==> config.mk <==
export PLATFORM = sky130hd
export DESIGN_NAME = spi_frame_loader
export DESIGN_NICKNAME = d
export VERILOG_FILES = /design/src/rtl/spi_frame_loader.sv
export SDC_FILE = /design/constraint.sdc
export NUM_CORES = 1
export LEC_CHECK = 0
export ABC_AREA = 1
export CAP_MARGIN = 20
export CELL_PAD_IN_SITES_DETAIL_PLACEMENT = 0
export CELL_PAD_IN_SITES_GLOBAL_PLACEMENT = 1
export CORE_MARGIN = 2
export CORE_UTILIZATION = 30
export DETAILED_ROUTE_END_ITERATION = 6
export GPL_ROUTABILITY_DRIVEN = 0
export PLACE_DENSITY_LB_ADDON = 0.1
export REMOVE_ABC_BUFFERS = 1
export SKIP_LAST_GASP = 1
export SYNTH_ARGS = -nofsm -noshare
export SYNTH_HDL_FRONTEND = slang
export SYNTH_SLANG_ARGS = --single-unit
export TNS_END_PERCENT = 20
==> constraint.sdc <==
create_clock -name CLK_40 -period 5.1 [get_ports CLK_40]
set_input_delay 0.51 -clock CLK_40 [delete_from_list [all_inputs] [get_ports CLK_40]]
set_output_delay 0.51 -clock CLK_40 [all_outputs]
set_load 0.01 [all_outputs]
==> src/rtl/spi_frame_loader.sv <==
`timescale 1ns/1ps
`default_nettype none
// ============================================================================
//  Module   : spi_frame_loader
//  Purpose  : Streams 1-bpp frames from SPI flash (READ 0x03, mode 0) into
//             the off-screen video bank, one pixel write per received bit,
//             then waits for a bank swap before fetching the next frame.
//  Revision : 1.0 - initial release
// ============================================================================
module spi_frame_loader #(
    parameter int          X_WIDTH     = 8,
    parameter int          Y_HEIGHT    = 6,
    parameter int          NUM_FRAMES  = 32,
    parameter logic [23:0] BASE_ADDR   = 24'h000000,
    parameter bit          LOOP        = 1'b0,
    localparam int         FRAME_BITS  = X_WIDTH * Y_HEIGHT,
    localparam int         FRAME_BYTES = (FRAME_BITS + 7) / 8,
    localparam int         X_ADDRW     = (X_WIDTH    > 1) ? $clog2(X_WIDTH)    : 1,
    localparam int         Y_ADDRW     = (Y_HEIGHT   > 1) ? $clog2(Y_HEIGHT)   : 1,
    localparam int         FI_W        = (NUM_FRAMES > 1) ? $clog2(NUM_FRAMES) : 1
) (
    input  logic               CLK_40,
    input  logic               reset,
    input  logic               SPI_clk_en,
    input  logic               start,
    input  logic               bank_swap,
    input  logic               MISO,
    output logic               SPI_CS_n,
    output logic               SPI_SCLK,
    output logic               SPI_MOSI,
    output logic               pixel_data,
    output logic               pixel_we,
    output logic [X_ADDRW-1:0] mem_x_pos,
    output logic [Y_ADDRW-1:0] mem_y_pos,
    output logic               frame_ready,
    output logic [FI_W-1:0]    frame_index,
    output logic               done
);

    localparam logic [7:0] C_CMD_READ = 8'h03;
    localparam int         DATA_BITS  = FRAME_BYTES * 8;
    localparam int         CNT_MAX    = (DATA_BITS > 32) ? DATA_BITS : 32;
    localparam int         CNT_W      = $clog2(CNT_MAX + 1);

    typedef enum logic [2:0] {
        S_IDLE      = 3'd0,
        S_CMD       = 3'd1,
        S_ADDR      = 3'd2,
        S_DATA      = 3'd3,
        S_WAIT_SWAP = 3'd4,
        S_DONE      = 3'd5
    } state_t;

    state_t             state_q;
    logic               cs_n_q;
    logic               sclk_q;
    logic               mosi_q;
    logic [30:0]        tx_q;          // header bits still to be sent after MOSI
    logic [CNT_W-1:0]   cnt_q;         // completed bits in CMD+ADDR, or in DATA
    logic               pix_data_q;
    logic               pix_we_q;
    logic [X_ADDRW-1:0] x_q;
    logic [Y_ADDRW-1:0] y_q;
    logic               frame_ready_q;
    logic [FI_W-1:0]    frame_index_q;
    logic               done_q;

    logic [FI_W:0]      index_inc_d;
    logic               index_wrap_d;
    logic [FI_W-1:0]    index_d;
    logic [23:0]        addr_d;

    // Index and flash address of the frame that follows the one currently held
    always_comb begin
        index_inc_d  = {1'b0, frame_index_q} + (FI_W+1)'(1);
        index_wrap_d = (index_inc_d == (FI_W+1)'(NUM_FRAMES));
        index_d      = index_wrap_d ? '0 : index_inc_d[FI_W-1:0];
        addr_d       = BASE_ADDR + 24'(index_d) * 24'(FRAME_BYTES);
    end

    // Frame-fetch state machine; SPI activity advances only on SPI_clk_en ticks
    always_ff @(posedge CLK_40) begin
        if (reset) begin
            state_q       <= S_IDLE;
            cs_n_q        <= 1'b1;
            sclk_q        <= 1'b0;
            mosi_q        <= 1'b0;
            tx_q          <= '0;
            cnt_q         <= '0;
            pix_data_q    <= 1'b0;
            pix_we_q      <= 1'b0;
            x_q           <= '0;
            y_q           <= '0;
            frame_ready_q <= 1'b0;
            frame_index_q <= '0;
            done_q        <= 1'b0;
        end else begin
            pix_we_q <= 1'b0;

            // Write address moves on once the strobe for the current pixel is out
            if (pix_we_q) begin
                if (x_q == X_ADDRW'(X_WIDTH - 1)) begin
                    x_q <= '0;
                    y_q <= y_q + Y_ADDRW'(1);
                end else begin
                    x_q <= x_q + X_ADDRW'(1);
                end
            end

            case (state_q)
                S_IDLE: begin
                    if (start) begin
                        state_q       <= S_CMD;
                        frame_index_q <= '0;
                        cs_n_q        <= 1'b0;
                        sclk_q        <= 1'b0;
                        mosi_q        <= C_CMD_READ[7];
                        tx_q          <= {C_CMD_READ[6:0], BASE_ADDR};
                        cnt_q         <= '0;
                    end
                end

                S_CMD, S_ADDR, S_DATA: begin
                    if (SPI_clk_en) begin
                        if (!sclk_q) begin
                            // Rising edge: flash data is sampled here
                            sclk_q <= 1'b1;
                            if (state_q == S_DATA && cnt_q < CNT_W'(FRAME_BITS)) begin
                                pix_we_q   <= 1'b1;
                                pix_data_q <= MISO;
                            end
                        end else begin
                            // Falling edge: bit complete, present the next MOSI bit
                            sclk_q <= 1'b0;
                            cnt_q  <= cnt_q + CNT_W'(1);
                            mosi_q <= tx_q[30];
                            tx_q   <= {tx_q[29:0], 1'b0};
                            if (state_q == S_CMD) begin
                                if (cnt_q == CNT_W'(7)) begin
                                    state_q <= S_ADDR;
                                end
                            end else if (state_q == S_ADDR) begin
                                if (cnt_q == CNT_W'(31)) begin
                                    state_q <= S_DATA;
                                    cnt_q   <= '0;
                                    mosi_q  <= 1'b0;
                                end
                            end else begin
                                mosi_q <= 1'b0;
                                if (cnt_q == CNT_W'(DATA_BITS - 1)) begin
                                    state_q       <= S_WAIT_SWAP;
                                    cs_n_q        <= 1'b1;
                                    x_q           <= '0;
                                    y_q           <= '0;
                                    frame_ready_q <= 1'b1;
                                    cnt_q         <= '0;
                                end
                            end
                        end
                    end
                end

                S_WAIT_SWAP: begin
                    if (bank_swap) begin
                        frame_ready_q <= 1'b0;
                        if (index_wrap_d && !LOOP) begin
                            // Index stays on the last frame, which remains displayed
                            state_q <= S_DONE;
                            done_q  <= 1'b1;
                        end else begin
                            state_q       <= S_CMD;
                            frame_index_q <= index_d;
                            cs_n_q        <= 1'b0;
                            sclk_q        <= 1'b0;
                            mosi_q        <= C_CMD_READ[7];
                            tx_q          <= {C_CMD_READ[6:0], addr_d};
                            cnt_q         <= '0;
                        end
                    end
                end

                S_DONE: begin
                    done_q <= 1'b1;
                    cs_n_q <= 1'b1;
                end

                default: begin
                    state_q <= S_IDLE;
                    cs_n_q  <= 1'b1;
                    sclk_q  <= 1'b0;
                end
            endcase
        end
    end

    assign SPI_CS_n    = cs_n_q;
    assign SPI_SCLK    = sclk_q;
    assign SPI_MOSI    = mosi_q;
    assign pixel_data  = pix_data_q;
    assign pixel_we    = pix_we_q;
    assign mem_x_pos   = x_q;
    assign mem_y_pos   = y_q;
    assign frame_ready = frame_ready_q;
    assign frame_index = frame_index_q;
    assign done        = done_q;

endmodule
`default_nettype wire

---- Word level (Yosys, flattened, before mapping) ----
Index checks and enable logic that the tools add are counted.
cells by class
  order comparisons ....................... 1
  mux-type cells .......................... 72
  multiply operators ...................... 1
  $add $sub $neg .......................... 4
  bitwise gates (word level) .............. 4
  equality and inequality tests ........... 22
  reductions and logical operators ........ 16
operator list
  kind                   number
  $mux W31               5
  $pmux W31 S3           1
  $mux W3                26
  $mux W6                9
  $mux W5                4
  $mux W1                19
  $ne A2 B2 Y1 const B   9
  $pmux W6 S3            1
  $reduce_and A8 Y1      2
  $eq A6 B6 Y1 const B   2
  $pmux W3 S4            1
  $pmux W5 S2            1
  $eq A3 B3 Y1 const B   3
  $ne A4 B4 Y1 const B   2
  $reduce_and A4 Y1      2
  $mul A5 B2 Y7 const B  1
  $reduce_and A7 Y1      1
  $add A3 B1 Y3 const B  2
  $add A5 B1 Y6 const B  1
  $add A6 B1 Y6 const B  1
  $eq A3 B2 Y1 const B   2
  $eq A6 B3 Y1 const B   1
  $eq A6 B5 Y1 const B   1
  $lt A6 B6 Y1 const B   1
  15 further kinds       22
storage, ports and cells
  output and inout bits ................... 18
  flip-flop bits (word level) ............. 58
  logic and storage cells ................. 133
  input bits .............................. 6

---- Longest topological paths before layout ----
  depth after elaboration ................. 9
  mapped depth ............................ 15

---- Worst setup path after synthesis ----
No wires, ideal clock.
  path kind ............................... register to register
  from .................................... register frame_index_q[0] (netlist: frame_index[0])
  to ...................................... register tx_q[6]
  setup time .............................. 112 ps
  arrival time ............................ 2064 ps
  path slack .............................. 2925 ps
  cell stages (with the launch flop) ...... 12
  clock period less this slack ............ 2175 ps
  required time ........................... 4988 ps
  path through ............................ dfxtp_1 -> ha_1 -> nand3_1 -> nor2_1 -> a21oi_1 -> fa_1 -> a21oi_1 -> nand2_1 -> nand3_1 -> nand2_1 -> nor2_1 -> nor2_1
on the way
  cells in the longest elaborated chain, start to end .. 7
  elaborated cells between the ends (all ways) .. 9
  those cells by class .................... add/sub: 1; mul: 1; eq/ne: 2; mux: 4; reduce/logical: 1
RTL lines
  item                    line  source
  from (decl)             65    logic [FI_W-1:0] frame_index_q;
  from (signal assigned)  172   frame_index_q <= index_d;
  $add A5 B1 Y6 *         75    index_inc_d = {1'b0, frame_index_q} + (FI_W+1)'(1);
  $eq A6 B6 Y1            76    index_wrap_d = (index_inc_d == (FI_W+1)'(NUM_FRAMES));
  $mux W5                 77    index_d = index_wrap_d ? '0 : index_inc_d[FI_W-1:0];
  $mul A5 B2 Y7           78    addr_d = BASE_ADDR + 24'(index_d) * 24'(FRAME_BYTES);
  $mux W31                166   if (index_wrap_d && !LOOP) begin
  $mux W31                164   if (bank_swap) begin
  $pmux W31 S3            110   case (state_q)
  to (signal assigned)    118   tx_q <= {C_CMD_READ[6:0], BASE_ADDR};
  to (signal assigned)    137   tx_q <= {tx_q[29:0], 1'b0};
  to (signal assigned)    176   tx_q <= {C_CMD_READ[6:0], addr_d};
  to (decl)               58    logic [30:0] tx_q;
Mark *: on every way between the ends. The rest lies on a longest branch, timed or not. The select of a mux whose other input is x is not followed.
A chain may end at the register's enable or synchronous reset.

==> results.yml <==
outcome:
  outcome: "complete, no violations"
timing:
  hold_viol: 0
  setup_tns_ns: 0
  rsz0062_at_grt: "false"
  hold_slack_ns: 0.4488
  post-route-min-period_ns: 2.425
  period_share_pct: 47.56
  skew_ns: 0.01467
  max_freq_ghz: 0.4123
  relSlewSlack_pct: 46.61
  tightest_slew_ns: 0.7989
  maxSlewViolCount: 0
  setup_violations: 0
drt:
  drt_iter0_drc: 79
  drt_wl_total_mm: 6.851
  wire_per_inst_um: 12.04
  dr_wl_met3_um: 201
  ant_nets: 0
  via_per_inst: 4.473
  vias: 2545
  wl_met2_mm: 3.155
  top_layer: "met4"
  drt-met1-wl_mm: 3.412
  drc: 0
  dr.pass1.iters: 4
synth:
  synthArstFlopShare_pct: 0
  yosysSeqAreaShare_pct: 39.07
  synth.distinct_cells: 33
  syn_area_sq_um: 2920
  yosys_register_bits: 57
  synth_area_per_cell_sq_um: 7.193
  synth_ff_type: "dfxtp_1"
  ys_warn_count: 0
  synthCells: 406
  synth_edf_count: 0
cells_and_area:
  drive_above_1_share_pct: 11.47
  most-common-layout-cells: "105 x nand2_1, 65 x nor2_1, 57 x dfxtp_1"
  fin_nets: 449
  multiInputGateArea_sq_um: 1565
  ff_latch_area_sq_um: 1141
  mostFrequentLayoutCell: "nand2_1"
  final_area_sq_um: 3451
  diodes: 0
  syn_to_final_growth_pct: 18.17
  fill_cells: 1075
  final_util_pct: 35.97
  fin_cells: 569
clock_tree:
  cts_made_buffers: 9
  cts.sinks: 57
  post_cts_buffers: 0
  clk_pin_slew_ns: 0.07
  cts_tree: "built"
  cts-htree-levels: 3
  ctsHoldBuffers: 0
  cts-root-buf: "clkbuf_8"
  cts_resized: 0
  insertion_delay_ns: 0.34
  cts_buffer_depth: 2
floorplanning:
  dieHeight_um: 102.7
  core_sq_um: 9594
  initial_core_util_pct: 30.44
  dieArea_sq_um: 10540
  die_x_um: 102.7
  num_rows: 36
  ios: 24
grt:
  grt_pass1_wl_mm: 11.65
  grt_pass1_vias: 2412
  track_usage_pct: 14.27
  overflow: 0
  antenna_found_initial: 0
  grt_max_degree: 34
placed_design:
  port_buffers: 23
  place_inst: 553
  place_area_sq_um: 3257
  dp_hpwl_mm: 4.769
power_and_ir_drop:
  p_per_area_nw_per_um2: 482.0
  power_leakage_nw: 1.497
  vdd_drop_max_mv: 0.1686
critical_path:
  r2r_cells: 11
  ff2ff_setup_slack_ns: 2.69
  crit_start: "reset"
  critPathKind: "in2reg"
  endpoint_kind: "register"
  worst_ep_required_time_ns: 5.33
  startpoint_type: "primary input"
  crit_arrival_ns: 2.66
  worstSetupEndpoint: "tx_q[7]"
  crit_fanout: 23
  r2r_start: "frame_index[0]"
  r2r_end: "tx_q[6]"
worst_hold_path:
  min-delay-start: "tx_q[7]"
  hold_depth: 2
  hold_path.class: "reg2reg"
run:
  cap_violations: 0
## registers in the layout, indices dropped and copies added (netlist names)
register and cells:
tx_q 30, frame_index 5, SPI_CS_n 1, mem_y_pos 3, frame_ready 1, mem_x_pos 3
cnt_q 6, pixel_we 1, SPI_MOSI 1, state_q 3, pixel_data 1, done 1
SPI_SCLK 1
## layer usage
layer,track usage (%),vias to the layer above
met5,0,-
met3,3.661,7
met2,23.98,28
li1,-,1360
met1,18.01,1150
met4,4.308,0
## where the power goes
group          switching (W)  total [W]  internal (W)  leakage, nW
combinational       0.000449   0.000645      0.000196        0.931
clock               0.000198   0.000424      0.000225       0.0994
sequential         0.0000535   0.000594      0.000541        0.466
## critical path, stage by stage
cell             delay [ns]
clkdlybuf4s50_1        0.91
inv_1                  0.51
nand2_4                0.46
inv_1                  0.14
nand2_1                0.08
nand2_1                0.04
## worst min-delay path by stage
| stage | end | slack [ns] |
|---|---|---|
| 2_1_floorplan | tx_q[7] | 0.42 |
| 3_3_place_gp | pixel_data | 0.44 |
| 3_5_place_dp | tx_q[7] | 0.44 |
| 4_1_cts | tx_q[7] | 0.45 |
| 5_1_grt | pixel_data | 0.48 |
| 6_report | tx_q[7] | 0.45 |
## kinds of logic after synthesis
family	count (synthesis)	share of synthesized area, %
DFF	57	39.07
AOI/OAI and AO/OA	62	13.54
and+or+nand+nor	220	32.86
adders and majority gates	12	5.398
xor gates and xnor gates	6	1.799
buffers and inverters	49	7.326
## cell usage after synthesis, types with 2 or more instances
| master | instances | share of area [%] |
|---|---|---|
| nand2_1 | 105 | 13 |
| nor2_1 | 65 | 8.4 |
| dfxtp_1 | 57 | 39 |
| inv_1 | 35 | 4.5 |
| nand3_1 | 27 | 4.6 |
| a21oi_1 | 21 | 3.6 |
| a21oi_2 | 20 | 6.0 |
| o21ai_0 | 13 | 2.2 |
| ha_1 | 11 | 4.7 |
| nand4_1 | 6 | 1.3 |
| nor3_1 | 6 | 1.0 |
| xor2_1 | 5 | 1.5 |
| o21ai_1 | 4 | 0.69 |
| buf_2 | 3 | 0.51 |
| buf_6 | 3 | 1.2 |
| clkbuf_1 | 3 | 0.39 |
| inv_2 | 3 | 0.39 |
| nand2_4 | 3 | 1.2 |
| nor2_2 | 2 | 0.43 |
## cell type report
type	instances	share of cell area, %
flip-flops and latches	57	33.07
inverters	39	4.242
repair buffers	24	6.889
well taps	133	4.822
multi-input cells	300	45.36
clock buffers	9	3.590
clock inverters	7	2.030
## stage by stage
stage	total power (W)	setup WS (ns)
3_5_place_dp	0.001262	2.306
2_1_floorplan	0.001085	2.924
6_report	0.001663	2.675
3_3_place_gp	0.001261	2.353
4_1_cts	0.001695	2.644
5_1_grt	0.001801	2.459
(Power assumes the default switching activity.)
